<file path="config.mk">
export PLATFORM = sky130hd
export DESIGN_NAME = adder_4bit
export DESIGN_NICKNAME = d
export VERILOG_FILES = /design/src/rtl/adder_4bit.sv
export SDC_FILE = /design/constraint.sdc
export NUM_CORES = 1
export LEC_CHECK = 0
export ABC_AREA = 0
export CELL_PAD_IN_SITES_DETAIL_PLACEMENT = 0
export CELL_PAD_IN_SITES_GLOBAL_PLACEMENT = 1
export CORE_AREA = 2 2 40 42
export CTS_BUF_LIST = sky130_fd_sc_hd__clkbuf_16
export CTS_CLUSTER_DIAMETER = 30
export CTS_CLUSTER_SIZE = 28
export DETAILED_ROUTE_END_ITERATION = 12
export DIE_AREA = 0 0 42 44
export PLACE_DENSITY_LB_ADDON = 0.1
export SYNTH_ARGS = -nofsm -noshare
export SYNTH_HDL_FRONTEND = slang
export SYNTH_SLANG_ARGS = --single-unit
</file>
<file path="constraint.sdc">
create_clock -name clk_i -period 1.1 [get_ports clk_i]
set_clock_uncertainty 0.2 [all_clocks]
set_input_delay 0.22 -clock clk_i [delete_from_list [all_inputs] [get_ports clk_i]]
set_output_delay 0.22 -clock clk_i [all_outputs]
set_load 0.02 [all_outputs]
</file>
<file path="src/rtl/adder_4bit.sv">
// -----------------------------------------------------------------------------
// adder_4bit
//   Unsigned two-operand adder that keeps the carry, so the result is one bit
//   wider than the operands. With OUT_REG=1 the sum is registered and a valid
//   flag travels with it (latency 1 clock, one result per clock, no
//   back-pressure). With OUT_REG=0 the block is purely combinational and
//   valid_o simply mirrors valid_i.
//
// Parameters
//   WIDTH    operand width in bits (1..32)
//   OUT_REG  1 = registered sum, 0 = combinational sum
//
// Ports
//   clk_i    in   1        rising-edge clock (registered mode only)
//   rst_i    in   1        asynchronous active-high reset (registered mode only)
//   valid_i  in   1        a_i/b_i carry valid operands this cycle
//   a_i      in   WIDTH    operand A, unsigned
//   b_i      in   WIDTH    operand B, unsigned
//   sum_o    out  WIDTH+1  a_i + b_i, MSB is the carry-out
//   valid_o  out  1        sum_o holds the result of valid operands
//   carry_o  out  1        copy of sum_o[WIDTH]
// -----------------------------------------------------------------------------
module adder_4bit #(
  parameter int WIDTH   = 4,
  parameter bit OUT_REG = 1'b1
) (
  input  logic             clk_i,
  input  logic             rst_i,
  input  logic             valid_i,
  input  logic [WIDTH-1:0] a_i,
  input  logic [WIDTH-1:0] b_i,
  output logic [WIDTH:0]   sum_o,
  output logic             valid_o,
  output logic             carry_o
);

  // Ripple-carry addition. The final carry lands in the extra MSB, so the
  // result never wraps: the largest value is 2*(2^WIDTH-1).
  function automatic logic [WIDTH:0] ripple_add(input logic [WIDTH-1:0] a,
                                                input logic [WIDTH-1:0] b);
    logic           c;
    logic [WIDTH:0] s;
    c = 1'b0;
    s = {(WIDTH+1){1'b0}};
    for (int i = 0; i < WIDTH; i++) begin
      s[i] = a[i] ^ b[i] ^ c;
      c    = (a[i] & b[i]) | (c & (a[i] ^ b[i]));
    end
    s[WIDTH] = c;
    return s;
  endfunction

  logic [WIDTH:0] sum_s;

  // Full-width combinational sum of the current operands.
  always_comb begin
    sum_s = ripple_add(a_i, b_i);
  end

  generate
    if (OUT_REG) begin : g_reg
      logic [WIDTH:0] sum_q;
      logic [WIDTH:0] sum_d;
      logic           valid_q;
      logic           valid_d;

      // Next state: capture on valid operands, otherwise hold the sum and
      // drop the valid flag.
      always_comb begin
        sum_d   = sum_q;
        valid_d = 1'b0;
        if (valid_i) begin
          sum_d   = sum_s;
          valid_d = 1'b1;
        end else begin
          sum_d   = sum_q;
          valid_d = 1'b0;
        end
      end

      // Output register; reset clears immediately and discards any result
      // that was about to be captured.
      always_ff @(posedge clk_i or posedge rst_i) begin
        if (rst_i) begin
          sum_q   <= {(WIDTH+1){1'b0}};
          valid_q <= 1'b0;
        end else begin
          sum_q   <= sum_d;
          valid_q <= valid_d;
        end
      end

      assign sum_o   = sum_q;
      assign carry_o = sum_q[WIDTH];
      assign valid_o = valid_q;
    end else begin : g_comb
      // Clock and reset have no function in the combinational variant.
      logic unused_clk_rst_s;
      assign unused_clk_rst_s = clk_i | rst_i;

      assign sum_o   = sum_s;
      assign carry_o = sum_s[WIDTH];
      assign valid_o = valid_i;
    end
  endgenerate

endmodule

</file>
==> results of run 1 <==
==> final cells by class <==
class | count | area, sq um
Clock buffer | 3 | 75.1
Fill cell | 129 | 773
Inverter | 10 | 37.5
Multi-Input combinational cell | 10 | 153
Sequential cell | 6 | 150
Tap cell | 16 | 20.0
Timing Repair Buffer | 21 | 210
==> logic make-up (layout without fill, tap and decap cells) <==
| family | after synthesis | count (layout) | share of synthesized area, % |
|---|---|---|---|
| compound gates | 1 | 1 | 1.48 |
| fa+ha+maj | 4 | 4 | 21.5 |
| buf+inv | 12 | 34 | 16.7 |
| flops | 6 | 6 | 44.4 |
| mux | 4 | 4 | 14.8 |
| simple gates | 1 | 1 | 1.11 |
==> per-layer routing <==
| metal | vias up | part of all wire (%) | wire length (um) | global-route usage, % |
|---|---|---|---|---|
| met2 | 8 | 53 | 348 | 12.2 |
| met1 | 121 | 42 | 276 | 9.90 |
| met5 | - | 0 | 0 | 0 |
| li1 | 124 | - | - | - |
| met4 | 0 | 0 | 0 | 9.68 |
| met3 | 0 | 5.3 | 35 | 2.92 |
==> layout by cell type, fill, tap and decap left out <==
cell and instances:
dlygate4sd2_1 1, clkdlybuf4s15_1 2, clkbuf_16 3, fa_2 2
dfrtp_1 6, buf_4 4, ha_4 1, nor2_1 1
a21oi_2 1, buf_6 9, fa_1 1, mux2i_1 2
mux2_4 2, clkdlybuf4s50_1 5, inv_2 5, inv_1 5
==> timing repair <==
item	in CTS	in global routing
hold buffers	0	0
setup buffers	1	1
resized for setup	57	4
pin swaps	4	3
endpoints found under the setup margin	12	11
==> where the power goes <==
| group | switching (mW) | internal, mW |
|---|---|---|
| registers | 0.0266 | 0.258 |
| logic | 0.124 | 0.173 |
| clock network | 0.117 | 0.466 |
==> how the worst max path moves through the flow <==
| stage | startpoint | end | slack [ns] | depth (start not counted) |
|---|---|---|---|---|
| after floorplan | a_i[0] | sum_o[3] | -0.67 | 8 |
| after global placement | a_i[0] | sum_o[3] | -1.25 | 9 |
| after detailed placement | a_i[0] | sum_o[3] | -1.27 | 9 |
| after CTS | b_i[0] | sum_o[3] | -0.67 | 9 |
| after global routing | b_i[0] | sum_o[3] | -0.69 | 9 |
| final | b_i[0] | sum_o[3] | -0.62 | 9 |
==> critical path: stages <==
cell and delay [ns]:
buf_6 0.10, ha_4 0.14, inv_2 0.05, fa_2 0.19, inv_2 0.03, fa_2 0.32
inv_2 0.06, fa_1 0.39, mux2i_1 0.16
==> cells in the mapped netlist <==
master   instances
a21oi_1          1
buf_4            1
buf_6            1
dfrtp_1          6
fa_1             3
ha_1             1
inv_1           10
mux2_4           2
mux2i_1          2
nor2_1           1
==> flip-flops by register name, indices dropped and copies added (netlist names) <==
signal,count
valid_o,1
sum_o,5
==> results.json, run 1 <==
{
  "crit_path_start_kind": "input port",
  "route.vias.total": 253,
  "p_leak_nw": 0.320,
  "syn-cell-area_sq_um": 338,
  "rr_startpoint": "sum_o[2]",
  "ir_worst_vdd_uv": 819,
  "yosysUniqueCellTypes": 10,
  "syn_avg_cell_area_sq_um": 12.1,
  "synth_largest_area_cell": "dfrtp_1",
  "wl_um": 660,
  "cts-buffers-inserted": 3,
  "synthesis.nets": 43,
  "status": "finished, violations left",
  "ys_seq_elements": 6,
  "violations": "setup timing",
  "areaGrowthSynthToFinish_pct": 91.1,
  "worstPathArrival_ns": 1.67,
  "drt-pass1-iter-count": 1,
  "diodes": 0,
  "ff2ff_path_depth": 2,
  "h-tree-depth": 1,
  "slew_headroom_pct": 83.7,
  "clock_latency_ns": 0.22,
  "grt_pass1_vias": 267,
  "drtAntennaViolNets": 0,
  "place_hpwl_um": 541,
  "grtUsageTotal_pct": 8.73,
  "placed_area_sq_um": 542,
  "die_h_um": 44,
  "grt_pass1_wl_um": 1100,
  "overflow": 0,
  "finalWorstSetupSlack_ns": -0.624,
  "core_sq_um": 1420,
  "synth.area.top_cells": "dfrtp_1 44%, fa_1 18%, inv_1 11%",
  "critPathCaptureType": "flip-flop",
  "clockBufferDepth": 2,
  "setup_tns_ns": -2.18,
  "crit_fanout": 1,
  "hp-class": "input port to async pin",
  "initial_core_util_pct": 23.8,
  "tightestPinTransition_ns": 0.245,
  "hold_slack_ns": 0.0149,
  "die_w_um": 42,
  "pre_cts_slack_ns": -1.27,
  "dieArea_sq_um": 1850,
  "seq_area_frac_synth_pct": 44.4,
  "power.density_nw_per_um2": 1800,
  "utilization_pct": 45.5,
  "yosysTopAreaCellShare_pct": 44.4,
  "first_iter_violations": 0,
  "fin_nets": 67,
  "via_per_inst": 3.83,
  "crit_type": "input port to flip-flop",
  "power.total_mw": 1.16,
  "grt_setup_unrepaired": "yes",
  "reg2reg_setup_slack_ns": 0.02,
  "avgRoutedWirePerCell_um": 10.0,
  "syn-instance-count": 28,
  "grt_max_degree": 7,
  "max_cap_viol_count": 0,
  "fmax_mhz": 580,
  "min_period_over_period_pct": 157,
  "route.detailed.drc": 0,
  "drv_slew": 0,
  "drive_above_1_share_pct": 54.0,
  "post_layout_nonfiller_instances": 66,
  "cts_root_buf": "clkbuf_16",
  "crit_required_ns": 1.04,
  "setup_viol": 11,
  "ios": 18,
  "rows": 14,
  "place_inst": 61,
  "numPortBuffers": 17,
  "hold_viol_final": 0,
  "post-route-min-period_ns": 1.72,
  "place.gp.congestion": 0.689,
  "yosysWarnings": 0,
  "antenna_found_initial": 0,
  "cts_sinks": 6,
  "cts_tree": "yes",
  "design_area_sq_um": 646,
  "regToRegEndpoint": "sum_o[2]",
  "clk_pin_slew_ns": 0.03
}
Note: power is estimated with default switching activity, not from simulation.
==> inputs of run 2 (changes only) <==
--- a/config.mk
+++ b/config.mk
@@ -14,6 +14,7 @@
 export CTS_CLUSTER_SIZE = 28
 export DETAILED_ROUTE_END_ITERATION = 12
 export DIE_AREA = 0 0 42 44
+export HOLD_SLACK_MARGIN = 0.12
 export PLACE_DENSITY_LB_ADDON = 0.1
 export SYNTH_ARGS = -nofsm -noshare
 export SYNTH_HDL_FRONTEND = slang
==> results of run 2 <==
No change in the layout: final DEF, timing and power equal those of run 1.
==> inputs of run 3 (changes only) <==
--- a/config.mk
+++ b/config.mk
@@ -10,10 +10,11 @@
 export CELL_PAD_IN_SITES_GLOBAL_PLACEMENT = 1
 export CORE_AREA = 2 2 40 42
 export CTS_BUF_LIST = sky130_fd_sc_hd__clkbuf_16
-export CTS_CLUSTER_DIAMETER = 30
+export CTS_CLUSTER_DIAMETER = 60
 export CTS_CLUSTER_SIZE = 28
 export DETAILED_ROUTE_END_ITERATION = 12
 export DIE_AREA = 0 0 42 44
+export GPL_ROUTABILITY_DRIVEN = 0
 export HOLD_SLACK_MARGIN = 0.12
 export PLACE_DENSITY_LB_ADDON = 0.1
 export SYNTH_ARGS = -nofsm -noshare
==> results of run 3 <==
No change in the layout: final DEF, timing and power equal those of run 1.
